File: config.mk
export PLATFORM = sky130hd
export DESIGN_NAME = rps_match_controller
export DESIGN_NICKNAME = d
export VERILOG_FILES = /design/src/rtl/rps_match_controller.sv
export SDC_FILE = /design/constraint.sdc
export NUM_CORES = 1
export LEC_CHECK = 0
export BUFFER_PORTS_ARGS = -buffer_cell sky130_fd_sc_hd__buf_2
export CORE_MARGIN = 2
export CORE_UTILIZATION = 55
export DETAILED_ROUTE_END_ITERATION = 7
export PLACE_DENSITY_LB_ADDON = 0.15
export SYNTH_ARGS = -nofsm -noshare
export SYNTH_HDL_FRONTEND = slang
export SYNTH_SLANG_ARGS = --single-unit
File: constraint.sdc
create_clock -name clk -period 2.2 [get_ports clk]
set_input_delay 0.44 -clock clk [delete_from_list [all_inputs] [get_ports clk]]
set_output_delay 0.44 -clock clk [all_outputs]
set_load 0.05 [all_outputs]
File: src/rtl/rps_match_controller.sv
// Best-of-N stone-paper-scissors match sequencer: move handshakes, round judging, scoring.
// Optional result history shift register enabled by defining RPS_HISTORY_EN.
module rps_match_controller #(
  parameter int unsigned WIN_TARGET = 3,
  parameter int unsigned MAX_ROUNDS = 15,
  parameter int unsigned SCORE_W    = 3,
  parameter int unsigned TIMEOUT    = 200,
  parameter int unsigned TO_W       = 8
) (
  input  logic               clk,
  input  logic               rst,
  input  logic               start,
  input  logic [1:0]         p1_move,
  input  logic               p1_valid,
  output logic               p1_ready,
  input  logic [1:0]         p2_move,
  input  logic               p2_valid,
  output logic               p2_ready,
  output logic [1:0]         round_result,
  output logic               result_valid,
  output logic [SCORE_W-1:0] p1_score,
  output logic [SCORE_W-1:0] p2_score,
  output logic [7:0]         round_cnt,
  output logic               match_done,
  output logic [1:0]         match_winner,
  output logic               busy,
  output logic [2:0]         state_dbg,
  output logic [7:0]         history
);

  typedef enum logic [2:0] {
    ST_IDLE    = 3'b000,
    ST_COLLECT = 3'b001,
    ST_JUDGE   = 3'b010,
    ST_UPDATE  = 3'b011,
    ST_DONE    = 3'b100
  } state_t;

  localparam logic [SCORE_W-1:0] WIN_LIMIT   = SCORE_W'(WIN_TARGET);
  localparam logic [7:0]         ROUND_LIMIT = 8'(MAX_ROUNDS);
  localparam logic [TO_W-1:0]    TO_LIMIT    = TO_W'(TIMEOUT);
  localparam bit                 TO_EN       = (TIMEOUT != 0);

  state_t             state_r, state_s;
  logic [1:0]         p1_move_r, p1_move_s, p2_move_r, p2_move_s;
  logic               p1_lock_r, p1_lock_s, p2_lock_r, p2_lock_s;
  logic [TO_W-1:0]    timer_r, timer_s;
  logic [1:0]         round_result_r, round_result_s;
  logic               result_valid_r, result_valid_s;
  logic [SCORE_W-1:0] p1_score_r, p1_score_s, p2_score_r, p2_score_s;
  logic [7:0]         round_cnt_r, round_cnt_s;
  logic               p1_ready_r, p1_ready_s, p2_ready_r, p2_ready_s;
  logic               match_done_r, match_done_s;
  logic [1:0]         match_winner_r, match_winner_s;
  logic               busy_r, busy_s;
  logic               clear_s;
`ifdef RPS_HISTORY_EN
  logic [7:0]         history_r, history_s;
`endif

  function automatic logic [1:0] judge_round(input logic [1:0] a, input logic [1:0] b);
    logic [1:0] r;
    if (a == 2'b11 || b == 2'b11) begin
      r = 2'b11;
    end else if (a == b) begin
      r = 2'b00;
    end else if ((a == 2'b00 && b == 2'b10) || (a == 2'b01 && b == 2'b00) ||
                 (a == 2'b10 && b == 2'b01)) begin
      r = 2'b01;
    end else begin
      r = 2'b10;
    end
    return r;
  endfunction

  // Next-state, datapath and registered-output next values
  always_comb begin
    state_s        = state_r;
    p1_move_s      = p1_move_r;
    p2_move_s      = p2_move_r;
    p1_lock_s      = p1_lock_r;
    p2_lock_s      = p2_lock_r;
    timer_s        = timer_r;
    round_result_s = round_result_r;
    result_valid_s = 1'b0;
    p1_score_s     = p1_score_r;
    p2_score_s     = p2_score_r;
    round_cnt_s    = round_cnt_r;
    clear_s        = start && (state_r == ST_IDLE || state_r == ST_DONE);

    case (state_r)
      ST_IDLE, ST_DONE: begin
        if (clear_s) begin
          state_s        = ST_COLLECT;
          p1_score_s     = '0;
          p2_score_s     = '0;
          round_cnt_s    = 8'd0;
          round_result_s = 2'b00;
          p1_lock_s      = 1'b0;
          p2_lock_s      = 1'b0;
          timer_s        = '0;
        end else begin
          state_s = state_r;
        end
      end
      ST_COLLECT: begin
        if (p1_valid && p1_ready_r) begin
          p1_move_s = p1_move;
          p1_lock_s = 1'b1;
        end else begin
          p1_lock_s = p1_lock_r;
        end
        if (p2_valid && p2_ready_r) begin
          p2_move_s = p2_move;
          p2_lock_s = 1'b1;
        end else begin
          p2_lock_s = p2_lock_r;
        end
        // A late handshake wins over a forfeit landing on the same edge
        if (p1_lock_s && p2_lock_s) begin
          state_s = ST_JUDGE;
        end else if (p1_lock_r != p2_lock_r) begin
          if (TO_EN && timer_r == TO_LIMIT) begin
            round_result_s = p1_lock_r ? 2'b01 : 2'b10;
            result_valid_s = 1'b1;
            state_s        = ST_UPDATE;
          end else if (TO_EN) begin
            timer_s = timer_r + TO_W'(1);
          end else begin
            timer_s = timer_r;
          end
        end else begin
          timer_s = timer_r;
        end
      end
      ST_JUDGE: begin
        round_result_s = judge_round(p1_move_r, p2_move_r);
        result_valid_s = 1'b1;
        state_s        = ST_UPDATE;
      end
      ST_UPDATE: begin
        if (p1_score_r == WIN_LIMIT || p2_score_r == WIN_LIMIT || round_cnt_r == ROUND_LIMIT) begin
          state_s = ST_DONE;
        end else begin
          state_s   = ST_COLLECT;
          p1_lock_s = 1'b0;
          p2_lock_s = 1'b0;
          timer_s   = '0;
        end
      end
      default: begin
        state_s = ST_IDLE;
      end
    endcase

    // Counters move on the same edge the result is registered
    if (result_valid_s) begin
      case (round_result_s)
        2'b01: begin
          p1_score_s  = p1_score_r + SCORE_W'(1);
          round_cnt_s = round_cnt_r + 8'd1;
        end
        2'b10: begin
          p2_score_s  = p2_score_r + SCORE_W'(1);
          round_cnt_s = round_cnt_r + 8'd1;
        end
        2'b00: begin
          round_cnt_s = round_cnt_r + 8'd1;
        end
        default: begin
          round_cnt_s = round_cnt_r;
        end
      endcase
    end else begin
      round_cnt_s = round_cnt_s;
    end

`ifdef RPS_HISTORY_EN
    if (clear_s) begin
      history_s = 8'h00;
    end else if (result_valid_s) begin
      history_s = {history_r[5:0], round_result_s};
    end else begin
      history_s = history_r;
    end
`endif

    p1_ready_s   = (state_s == ST_COLLECT) && !p1_lock_s;
    p2_ready_s   = (state_s == ST_COLLECT) && !p2_lock_s;
    busy_s       = (state_s == ST_COLLECT) || (state_s == ST_JUDGE) || (state_s == ST_UPDATE);
    match_done_s = (state_s == ST_DONE);
    if (state_s == ST_DONE) begin
      if (p1_score_r > p2_score_r) begin
        match_winner_s = 2'b01;
      end else if (p1_score_r < p2_score_r) begin
        match_winner_s = 2'b10;
      end else begin
        match_winner_s = 2'b00;
      end
    end else begin
      match_winner_s = 2'b00;
    end
  end

  // State and output registers with synchronous reset
  always_ff @(posedge clk) begin
    if (rst) begin
      state_r        <= ST_IDLE;
      p1_move_r      <= 2'b00;
      p2_move_r      <= 2'b00;
      p1_lock_r      <= 1'b0;
      p2_lock_r      <= 1'b0;
      timer_r        <= '0;
      round_result_r <= 2'b00;
      result_valid_r <= 1'b0;
      p1_score_r     <= '0;
      p2_score_r     <= '0;
      round_cnt_r    <= 8'd0;
      p1_ready_r     <= 1'b0;
      p2_ready_r     <= 1'b0;
      match_done_r   <= 1'b0;
      match_winner_r <= 2'b00;
      busy_r         <= 1'b0;
`ifdef RPS_HISTORY_EN
      history_r      <= 8'h00;
`endif
    end else begin
      state_r        <= state_s;
      p1_move_r      <= p1_move_s;
      p2_move_r      <= p2_move_s;
      p1_lock_r      <= p1_lock_s;
      p2_lock_r      <= p2_lock_s;
      timer_r        <= timer_s;
      round_result_r <= round_result_s;
      result_valid_r <= result_valid_s;
      p1_score_r     <= p1_score_s;
      p2_score_r     <= p2_score_s;
      round_cnt_r    <= round_cnt_s;
      p1_ready_r     <= p1_ready_s;
      p2_ready_r     <= p2_ready_s;
      match_done_r   <= match_done_s;
      match_winner_r <= match_winner_s;
      busy_r         <= busy_s;
`ifdef RPS_HISTORY_EN
      history_r      <= history_s;
`endif
    end
  end

  assign p1_ready     = p1_ready_r;
  assign p2_ready     = p2_ready_r;
  assign round_result = round_result_r;
  assign result_valid = result_valid_r;
  assign p1_score     = p1_score_r;
  assign p2_score     = p2_score_r;
  assign round_cnt    = round_cnt_r;
  assign match_done   = match_done_r;
  assign match_winner = match_winner_r;
  assign busy         = busy_r;
  assign state_dbg    = state_r;
`ifdef RPS_HISTORY_EN
  assign history      = history_r;
`else
  assign history      = 8'h00;
`endif

endmodule

## After elaboration in Yosys (flattened, before gate mapping)

Index checks and enable logic that the tools add are counted.

- Equality and inequality tests: 28
- Order comparisons: 2
- Add/sub/neg operators: 4
- Bitwise logic cells: 1
- Multiplexer cells: 48
- Reduce and logical (&&, ||, !) cells: 34

Operators with widths:

| operator | number |
|---|---|
| 8-bit two-way mux | 8 |
| 3-bit two-way mux | 13 |
| 8-bit one-hot mux with 3 select lines | 1 |
| 3-bit by 2-bit == test with 1-bit output (second input constant) | 6 |
| 2-bit two-way mux | 9 |
| 8-bit by 1-bit adder with 8-bit output (second input constant) | 2 |
| 1-bit two-way mux | 12 |
| 2-bit != test (second input constant) | 6 |
| 3-bit one-hot mux with 4 select lines | 1 |
| 2-bit == test (second input constant) | 5 |
| 1-bit logical AND | 9 |
| 8-bit by 4-bit == test with 1-bit output (second input constant) | 1 |
| 8-bit == test (second input constant) | 1 |
| 1-bit logical OR | 8 |
| 3-bit by 1-bit adder with 3-bit output (second input constant) | 2 |
| 2-bit by 1-bit == test with 1-bit output (second input constant) | 3 |
| 3-bit by 1-bit == test with 1-bit output (second input constant) | 2 |
| 3-bit == test (second input constant) | 2 |
| 2-bit zero test | 3 |
| 1-bit one-hot mux with 3 select lines | 2 |
| 2-bit one-hot mux with 3 select lines | 1 |
| 6-bit AND reduction | 1 |
| 3-bit OR reduction | 2 |
| 2-bit AND reduction | 2 |
| 12 further kinds | 15 |

- Output and inout bits: 34
- Bits in registers: 40
- Input port bits: 9
- Word-level logic and storage cells: 134

## Depth between registers and ports, before layout

Gate-level depths: netlist of the first run.

- Word-level depth: 12
- Gate-level depth with buffers: 9
- Mapped depth without buffers: 8

## Worst setup path after synthesis of the first run

OpenSTA, ideal clock, no wires.

- Path kind: register to register
- Start point: reg state_r[1] (netlist: state_dbg[1])
- End point: reg p1_score_r[2] (netlist: p1_score[2])
- Buffers on the path: 2
- Data arrival time: 2.266 ns
- Clock period less this slack: 2.336 ns
- Stages on the path, launching flop included: 9
- Setup time: 0.071 ns
- Setup slack: -0.136 ns
- Cell sequence: dfxtp_1 > buf_6 > or3b_1 > buf_6 > a21oi_2 > o21ai_1 > o2111a_2 > or4_1 > a21oi_1

- Cells in the longest elaborated chain, start to end: 8
- Elaborated cells between the ends (all ways): 15

Ends and longest elaborated chain:

| item | line | text |
|---|---|---|
| start: declaration | 44 | `state_t state_r, state_s;` |
| start signal: assignment | 228 | `state_r <= state_s;` |
| 3-bit == test / 3-bit zero test (equally long branches) | 89, 91 |  |
| 1-bit logical OR | 89 | `clear_s = start && (state_r == ST_IDLE \|\| state_r == ST_DONE);` |
| 1-bit logical AND | 89 |  |
| 2-bit two-way mux | 93 | `if (clear_s) begin` |
| 2-bit one-hot mux with 3 select lines | 91 | `case (state_r)` |
| 2-bit by 1-bit == test with 1-bit output | 158 | `case (round_result_s)` |
| 3-bit two-way mux | 158 |  |
| 3-bit two-way mux (*) | 157 | `if (result_valid_s) begin` |
| end signal: assignment | 236 | `p1_score_r <= p1_score_s;` |
| end: declaration | 50 | `logic [SCORE_W-1:0] p1_score_r, p1_score_s, p2_score_r, p2_score_s;` |

Mark *: on every way between the ends. The rest lies on a longest branch, timed or not.
A chain may end at the register's enable or synchronous reset.

## Worst setup path in the final report of the first run

- Start point: reg round_cnt_r[0] (netlist: round_cnt[0])
- End point: reg timer_r[5]

- Cells in the longest elaborated chain, start to end: 4

Ends and longest elaborated chain:

| item | line | text |
|---|---|---|
| start: declaration | 51 | `logic [7:0] round_cnt_r, round_cnt_s;` |
| start signal: assignment | 238 | `round_cnt_r <= round_cnt_s;` |
| 8-bit by 4-bit == test with 1-bit output | 142 | `if (p1_score_r == WIN_LIMIT \|\| p2_score_r == WIN_LIMIT \|\| round_cnt_r == ROUND_LIMIT) begin` |
| 1-bit logical OR | 142 |  |
| 2-bit != test (no source line) | n/a |  |
| 6-bit AND reduction (no source line) | n/a |  |
| end signal: assignment | 233 | `timer_r <= timer_s;` |
| end: declaration | 47 | `logic [TO_W-1:0] timer_r, timer_s;` |

Every way passes these cells.

==> results.yml, run 1 <==
die:
  dieArea_mm2: 0.00455
  chipHeight_um: 67.4
  initial_utilization_pct: 56.1
  boundaryPins: 43
  fp.coreArea_mm2: 0.00394
  fp-row-count: 23
  fp.dieW_um: 67.4
timing:
  slew_headroom_pct: 64.8
  final_max_slew_viol_count: 0
  period_share_pct: 97.2
  setup_viol: 0
  fin_crit_ns: 2.14
  tightest_slew_ns: 0.526
  clock_skew_ns: 0.00716
  fmax_mhz: 468
  hold_viol_final: 0
min_path:
  hold_class: "in2reg"
  hold_path.startpoint: "p2_move[0]"
drt:
  vias_per_cell: 5.68
  num_vias: 2101
  route.detailed.drc: 0
  routed_wirelength_um: 5350
  dr.pass1.iters: 4
  ant_nets: 0
  drt_iter0_drc: 106
  wl_per_cell_um: 14.5
global_routing:
  grt-ovfl-total: 0
  grt_pass1_vias: 1838
  grt_first_pass_wirelength_um: 8340
  grt_antenna_before_repair: 0
  grt_max_degree: 19
  grt_usage_pct: 24.5
clock_tree:
  clk_pin_slew_ns: 0.08
  cts_tree: "done"
  h-tree-depth: 2
  clockBufferDepth: 2
  clock_latency_ns: 0.29
  clock-sinks: 40
  cts_buffers: 5
  cts_root_buf: "clkbuf_8"
final_layout:
  final_nets: 339
  fin_area_mm2: 0.00273
  num_antenna_cells: 0
  final_common_cell: "buf_2"
  final_cell_count_no_fill: 370
  drive_above_1_share_pct: 31.9
  area_growth_syn_to_layout_pct: 23.5
  final_cell_mix: "buf_2 (34), dfxtp_1 (33), buf_4 (25)"
flow_run:
  drv_cap: 0
synthesis:
  syn_inst: 264
  syn_area_per_cell_um2: 8.38
  synth_cell_type_count: 54
  syn-cell-area_mm2: 0.00221
  ys_warn_count: 0
  synth-edff-count: 0
  yosysSeqAreaShare_pct: 36.2
  synth_seq_cells: 40
  async_reset_ff_share_pct: 0
  ys.flop_type: "dfxtp_1"
place:
  post-dp-hpwl_um: 3810
  io_buffer_count: 34
  gp_congestion: 0.856
  place_area_mm2: 0.00253
  dp.cells: 360
setup_path:
  cp.arrival_ns: 2.36
  required_ns: 2.43
  startpoint: "round_cnt[0]"
  crit_path_start_kind: "register"
  r2r_start: "round_cnt[0]"
  path_max_fanout: 5
  critical_path_class: "reg2reg"
  worstSetupEndpointType: "register"
run_status:
  status: "finished, final reports clean"
power_and_ir_drop:
  powerDensity_mw_per_mm2: 540
  ir_worst_vdd_mv: 0.393
  cellLeakagePower_nw: 1.11
[state kept, by name, summed over array words and instances (netlist names)]
| signal | flops |
|---|---|
| p1_ready | 1 |
| p1_move_r | 2 |
| busy | 1 |
| result_valid | 1 |
| round_cnt | 8 |
| p2_lock_r | 1 |
| p1_lock_r | 1 |
| timer_r | 8 |
| p2_score | 3 |
| state_dbg | 3 |
| round_result | 2 |
| p2_move_r | 2 |
| p1_score | 3 |
| match_done | 1 |
| match_winner | 2 |
| p2_ready | 1 |
[per-stage QoR]
stage	utilization [%]	power [mW]	worst slack (ns)	hold WS, ns	setup TNS, ns
after floorplan	-	0.907	0.00259	0.448	0
after global placement	64.2	0.951	0.0605	0.467	0
after detailed placement	64.2	0.953	0.0106	0.471	0
after CTS	67.1	1.48	0.0160	0.380	0
after global routing	69.3	1.53	-0.0128	0.383	-0.0312
final	69.3	1.48	0.0621	0.377	0
[cell usage after synthesis, types with 5 or more instances]
| master | instances | area, µm² |
|---|---|---|
| nand4_1 | 7 | 43.8 |
| mux2i_1 | 10 | 100 |
| and3_1 | 6 | 37.5 |
| buf_4 | 8 | 60.1 |
| nor2_1 | 17 | 63.8 |
| inv_1 | 11 | 41.3 |
| nor2b_1 | 5 | 31.3 |
| ha_1 | 10 | 125 |
| or3_1 | 11 | 68.8 |
| nand2_1 | 22 | 82.6 |
| dfxtp_1 | 40 | 801 |
| o21ai_0 | 9 | 45.0 |
| a21oi_1 | 27 | 135 |
| nand3_1 | 13 | 65.1 |
[kinds of logic after synthesis]
kind of cell	synth area share, %
adders and majority gates	5.65
DFF	36.2
buffers and inverters	6.95
other	0.169
and+or+nand+nor	25.0
AOI/OAI and AO/OA	19.4
muxes	5.03
xor gates and xnor gates	1.58
[layer usage]
layer,up-vias,GRT usage (%),share of wire (%)
li1,1057,-,-
met1,987,29.9,45
met2,48,41.1,50
met3,9,5.50,3.3
met4,0,11.2,1.9
met5,-,0,0
[final cells by class]
| cell class | count | area (µm²) |
|---|---|---|
| multi-input combinational | 203 | 1370 |
| tap | 50 | 62.6 |
| timing repair buffer | 59 | 358 |
| clock buffer | 7 | 96.3 |
| sequential | 40 | 810 |
| inverter | 11 | 41.3 |
| fill | 353 | 1210 |
[repair_timing]
action / 4_1_cts / 5_1_grt
cloned: 0 / 0
hold buffers: 0 / 0
pin swaps: 1 / 2
endpoints found under the setup margin: 1 / 22
buffers inserted: 2 / 1
gates resized for setup: 0 / 19
[power breakdown]
| group | total [mW] | switching (mW) | internal, mW | leakage, nW |
|---|---|---|---|---|
| Sequential | 0.747 | 0.0111 | 0.736 | 0.327 |
| Clock | 0.530 | 0.251 | 0.279 | 0.0503 |
| Combinational | 0.198 | 0.136 | 0.0620 | 0.737 |
[final timing paths]
| kind | slack (ns) | cells after the start | to |
|---|---|---|---|
| worst max-delay path | 0.06 | 7 | timer_r[5] |
| worst min-delay path | 0.38 | 3 | p2_move_r[0] |
| worst max register to register | 0.06 | 7 | timer_r[5] |
| worst min register to register | 0.48 | 2 | timer_r[7] |
[critical path, cell delays in order, from the launching register on]
cell,delay (ns)
dfxtp_2,0.34
ha_1,0.20
and3_1,0.22
a211o_1,0.33
o22ai_2,0.19
a21oi_2,0.12
or4_1,0.52
a21oi_1,0.15
Note: power is estimated with default switching activity, not from simulation.
==> inputs of run 2 (changes only) <==
--- a/config.mk
+++ b/config.mk
@@ -6,10 +6,12 @@
 export NUM_CORES = 1
 export LEC_CHECK = 0
 export BUFFER_PORTS_ARGS = -buffer_cell sky130_fd_sc_hd__buf_2
+export CORE_ASPECT_RATIO = 0.7
 export CORE_MARGIN = 2
 export CORE_UTILIZATION = 55
 export DETAILED_ROUTE_END_ITERATION = 7
 export PLACE_DENSITY_LB_ADDON = 0.15
+export REMOVE_ABC_BUFFERS = 1
 export SYNTH_ARGS = -nofsm -noshare
 export SYNTH_HDL_FRONTEND = slang
 export SYNTH_SLANG_ARGS = --single-unit
==> run 2 against run 1 <==
Critical path depth up 2; cell count up 1.6%; clock power down 17%; combinational power up 13%; count of clock-buffer cells in the layout down 2; die area up 0.18%; fmax up 0.73%; largest cell class unchanged.
==> results.yml, run 2 (synthesis results as in run 1) <==
run_status:
  status: "finished, final reports clean"
clock_tree:
  h-tree-depth: 2
  clk_pin_slew_ns: 0.07
  clockBufferDepth: 2
  cts_root_buf: "clkbuf_8"
  cts_tree: "done"
  clock_latency_ns: 0.29
  cts_buffers: 5
  cts.hold.buffers_added: 0
  clock-sinks: 40
setup_path:
  cp.arrival_ns: 2.35
  critical_path_class: "reg2reg"
  worstSetupEndpointType: "register"
  required_ns: 2.42
  crit_path_start_kind: "register"
  path_max_fanout: 6
min_path:
  hold_class: "in2reg"
drt:
  drt_iter0_drc: 140
  wl_per_cell_um: 14.9
  routed_wirelength_um: 5600
  num_vias: 2187
  dr.pass1.iters: 4
  ant_nets: 0
  route.detailed.drc: 0
  vias_per_cell: 5.82
global_routing:
  met3_usage_pct: 6.17
  grt_usage_pct: 26.3
  use_met1_pct: 39.4
  top_usage_layer: "met1"
  grt_max_degree: 19
  grt_pass1_vias: 2017
  met2_usage_pct: 37.7
  grt_antenna_before_repair: 0
  grt_first_pass_wirelength_um: 9400
  grt-ovfl-total: 0
timing:
  slew_headroom_pct: 59.7
  hold_viol_final: 0
  hold_ws_ns: 0.387
  period_share_pct: 96.5
  final_max_slew_viol_count: 0
  fmax_mhz: 471
  clock_skew_ns: 0.00296
  tightest_slew_ns: 0.603
  setup_viol: 0
  rsz0062_at_grt: "yes"
  fin_crit_ns: 2.12
final_layout:
  area_growth_syn_to_layout_pct: 27.3
  num_antenna_cells: 0
  fin_area_mm2: 0.00282
  final_cell_mix: "dfxtp_1 (37), buf_2 (34), buf_4 (31)"
  final_common_cell: "dfxtp_1"
  fill_cells: 329
  final_nets: 345
  drive_above_1_share_pct: 32.4
die:
  boundaryPins: 43
  fp.coreArea_mm2: 0.00390
  initial_utilization_pct: 56.8
  chipHeight_um: 57.1
  fp.dieW_um: 79.8
  dieArea_mm2: 0.00456
  fp-row-count: 19
flow_run:
  drv_cap: 0
power_and_ir_drop:
  cellLeakagePower_nw: 1.14
  p_int_mw: 1.01
  powerDensity_mw_per_mm2: 501
  power_frac_comb_pct: 15.9
  ir_worst_vdd_mv: 0.389
  switching_share_pct: 28.1
  switchingPower_uw: 397
  p_seq_share_pct: 53.0
  clkPwrFrac_pct: 31.2
place:
  io_buffer_count: 34
  place_area_mm2: 0.00258
  gp_congestion: 0.848
  post-dp-hpwl_um: 4040
[run 2: cell types whose count changed in the layout (fill, tap and decap cells not counted), sizes merged]
cell    previous run  this run
buf               59        65
clkbuf             7         5
[run 2: power by group through the flow]
stage / clock network, mW / logic (mW) / registers [mW]
floorplan: 0 / 0.0966 / 0.789
global placement: 0 / 0.198 / 0.762
detailed placement: 0 / 0.201 / 0.763
CTS: 0.446 / 0.203 / 0.746
global route: 0.483 / 0.241 / 0.749
finish: 0.439 / 0.224 / 0.747
[run 2: routing by layer]
| layer | wire [µm] | share of wire [%] |
|---|---|---|
| met1 | 2790 | 50 |
| met2 | 2340 | 42 |
| met3 | 384 | 6.9 |
| met4 | 81 | 1.4 |
| met5 | 0 | 0 |
[run 2: area by class of cell]
cell class                 instances  area, µm²  area share (%)
multi-input combinational        203       1440            50.9
sequential                        40        805            28.6
timing repair buffer              65        403            14.3
clock buffer                       5       68.8            2.44
tap                               52       65.1            2.31
inverter                          11       41.3            1.47
[run 2: worst max-delay path, stage by stage, from the launching register on]
cell      delay (ns)
dfxtp_2         0.33
inv_1           0.06
ha_1            0.19
and4bb_2        0.22
buf_4           0.15
a21o_2          0.21
o22ai_4         0.12
a21oi_4         0.10
or4_1           0.53
a21oi_1         0.15
[run 2: worst paths after layout]
check	start	cells after the start	endpoint	slack (ns)
max reg2reg	timer_r[0]	9	timer_r[5]	0.08
min	p2_move[1]	3	p2_move_r[1]	0.39
min reg2reg	round_cnt[6]	2	round_cnt[6]	0.50
max	timer_r[0]	9	timer_r[5]	0.08
[run 2: metrics by stage]
step	instances	setup TNS [ns]	utilization (%)	worst slack [ns]	power, mW
5_1_grt	376	-0.0643	72.3	-0.0295	1.47
3_3_place_gp	369	0	66.2	0.0213	0.961
3_5_place_dp	369	-0.0298	66.2	-0.0298	0.963
2_1_floorplan	254	-3.54	-	-0.249	0.886
6_report	376	0	72.3	0.0776	1.41
4_1_cts	374	0	68.1	0.00678	1.39
[run 2: what timing repair did]
item                                   CTS  global route
gates resized for setup                  1            29
endpoints found under the hold margin    0             0
pin swaps                                0             7
setup buffers                            0             2
setup endpoints to repair                1            24
==> inputs of run 3 (changes only) <==
--- a/config.mk
+++ b/config.mk
@@ -5,6 +5,7 @@
 export SDC_FILE = /design/constraint.sdc
 export NUM_CORES = 1
 export LEC_CHECK = 0
+export ABC_AREA = 1
 export BUFFER_PORTS_ARGS = -buffer_cell sky130_fd_sc_hd__buf_2
 export CORE_ASPECT_RATIO = 0.7
 export CORE_MARGIN = 2
==> run 3 against run 2 <==
First-iteration DRC count increased by 4.3%; global-route usage is 4.5 points lower; register-to-register slack gained 0.16 ns; cell count increased by 9.6%; critical path depth up 1; routed wire length is 15% lower; synthesized area grew 2.1%; setup slack better by 0.16 ns.
==> results.yml, run 3 <==
drt:
  num_vias: 2079
  routed_wirelength_um: 4740
  wl_per_cell_um: 11.5
  ant_nets: 0
  dr.pass1.iters: 4
  drt_iter0_drc: 146
  vias_per_cell: 5.05
  route.detailed.drc: 0
clock_tree:
  cts_resized: 0
  clock-sinks: 40
  postCtsSetupBuffers: 0
  cts_buffers: 5
  clk_pin_slew_ns: 0.09
  cts.hold.buffers_added: 0
  cts_root_buf: "clkbuf_8"
  clock_latency_ns: 0.29
  clockBufferDepth: 2
  cts_tree: "done"
  h-tree-depth: 2
synthesis:
  ys_warn_count: 0
  synthSimpleGateAreaFrac_pct: 33.5
  synthMostInstantiatedCell: "nand2_1"
  async_reset_ff_share_pct: 0
  synthXorXnorAreaFrac_pct: 3.88
  synth-edff-count: 0
  syn-cell-area_mm2: 0.00226
  synth_top_area_cell: "dfxtp_1"
  synth_cell_type_count: 32
  synth_fa_ha_area_share_pct: 5.54
  muxShareOfSynthArea_pct: 0
  syn_area_per_cell_um2: 7.06
  synth_top_family_by_area: "simple AND/OR/NAND/NOR gates"
  synth.area.top_cells: "dfxtp_1 (35%), nand2_1 (12%), nor2_1 (7.0%), inv_1 (6.6%), ha_1 (5.5%)"
  synth_seq_cells: 40
  syn_inst: 320
  yosysSeqAreaShare_pct: 35.4
  synthTopCellsByCount: "nand2_1 (71), nor2_1 (42), dfxtp_1 (40), inv_1 (40), a21oi_1 (24)"
  synth.top_cell.area_share_pct: 35.4
  ys.flop_type: "dfxtp_1"
  synth_compound_area_share_pct: 10.9
flow_run:
  drv_cap: 0
global_routing:
  grt_antenna_before_repair: 0
  grt_pass1_vias: 1736
  grt-ovfl-total: 0
  grt_max_degree: 18
  grt_usage_pct: 21.8
  grt_first_pass_wirelength_um: 7830
final_layout:
  drive_above_1_share_pct: 18.1
  area_growth_syn_to_layout_pct: 14.5
  final_cell_count_no_fill: 412
  register_area_um2: 801
  num_antenna_cells: 0
  final_nets: 378
  multi_input_comb_area_mm2: 0.00124
  fill_cells: 365
  final_common_cell: "nand2_1"
  final_cell_mix: "nand2_1 (71), nor2_1 (42), inv_1 (40), dfxtp_1 (40), buf_2 (34)"
timing:
  setup_viol: 0
  fin_crit_ns: 1.96
  period_share_pct: 89.1
  clock_skew_ns: 0.00981
  rsz0062_at_grt: "no"
  final_max_slew_viol_count: 0
  fmax_mhz: 510
  hold_viol_final: 0
setup_path:
  crit_path_start_kind: "register"
  r2r_start: "p2_score[0]"
  required_ns: 2.38
  reg2regPathDepth: 10
  cp.arrival_ns: 2.14
  critical_path_class: "reg2reg"
  path_max_fanout: 7
  worstSetupEndpointType: "register"
  startpoint: "p2_score[0]"
min_path:
  worstHoldPathCells: 3
  hold_path.startpoint: "p1_move[0]"
  hold_class: "in2reg"
power_and_ir_drop:
  powerDensity_mw_per_mm2: 626
  finalPower_mw: 1.62
  ir_worst_vdd_mv: 0.385
  cellLeakagePower_nw: 1.25
die:
  initial_utilization_pct: 57.6
  dieArea_mm2: 0.00465
  fp.dieW_um: 80.6
  fp.coreArea_mm2: 0.00392
  fp-row-count: 19
  chipHeight_um: 57.6
  boundaryPins: 43
run_status:
  status: "finished, final reports clean"
place:
  post-dp-hpwl_um: 3510
  dp.cells: 404
  io_buffer_count: 34
  gp_congestion: 0.844
-- run 3: changes by cell type in the layout (fill, tap and decap cells not counted), moves of 10 or more --
cell	change
mux2i_1	-10
nor2_1	+25
or3_1	-11
buf_4	-28
nand2_1	+49
inv_1	+29
-- run 3: layout make-up --
cell class              count  area share, %
clock inverters             1           1.16
multi-input cells         233           48.1
well taps                  52           2.51
inverters                  42           6.09
flip-flops and latches     40           30.9
repair buffers             37           7.45
clock buffers               7           3.72
-- run 3: per-stage QoR --
| stage | setup TNS [ns] | util (%) | hold WS (ns) | instance area [µm²] | setup slack [ns] |
|---|---|---|---|---|---|
| after floorplan | -0.834 | - | 0.460 | 2200 | -0.0967 |
| after global routing | 0 | 66.0 | 0.382 | 2590 | 0.0181 |
| final | 0 | 66.0 | 0.372 | 2590 | 0.239 |
| after detailed placement | 0 | 62.7 | 0.493 | 2460 | 0.270 |
| after CTS | 0 | 66.0 | 0.372 | 2590 | 0.250 |
| after global placement | 0 | 62.7 | 0.489 | 2460 | 0.354 |
-- run 3: critical path, stage by stage (launching register included) --
cell	delay [ns]
dfxtp_1	0.35
ha_1	0.22
ha_1	0.17
nor2_1	0.12
o21ai_0	0.11
nand2_1	0.10
o21ai_0	0.15
nor2_4	0.20
inv_1	0.16
nor4_1	0.21
nor3_1	0.07
-- run 3: cell families (layout without fill, tap and decap cells) --
family                   count (synthesis)  after routing
AO/OA/AOI/OAI                           46             46
XOR/XNOR                                10             10
adder cells (fa/ha/maj)                 10             10
buffers and inverters                   54             87
flip-flops                              40             40
other                                    1              8
AND/OR/NAND/NOR                        159            159
-- run 3: worst paths after layout --
check	endpoint	slack, ns
worst max-delay path	timer_r[3]	0.24
worst min-delay path	p1_move_r[0]	0.37
worst max register to register	timer_r[3]	0.24
worst min register to register	timer_r[7]	0.50
-- run 3: report_power, final --
group,internal [mW],leakage (nW),switching [mW]
clock,0.401,0.0645,0.267
combinational,0.0468,0.864,0.155
sequential,0.739,0.324,0.0107
-- run 3: routing by layer --
layer  part of all wire [%]  track usage, %  routed length, µm
met2                     40            31.5               1890
met1                     53            32.7               2530
met5                      0               0                  0
met3                    5.7            5.14                272
met4                   0.99            5.81                 47
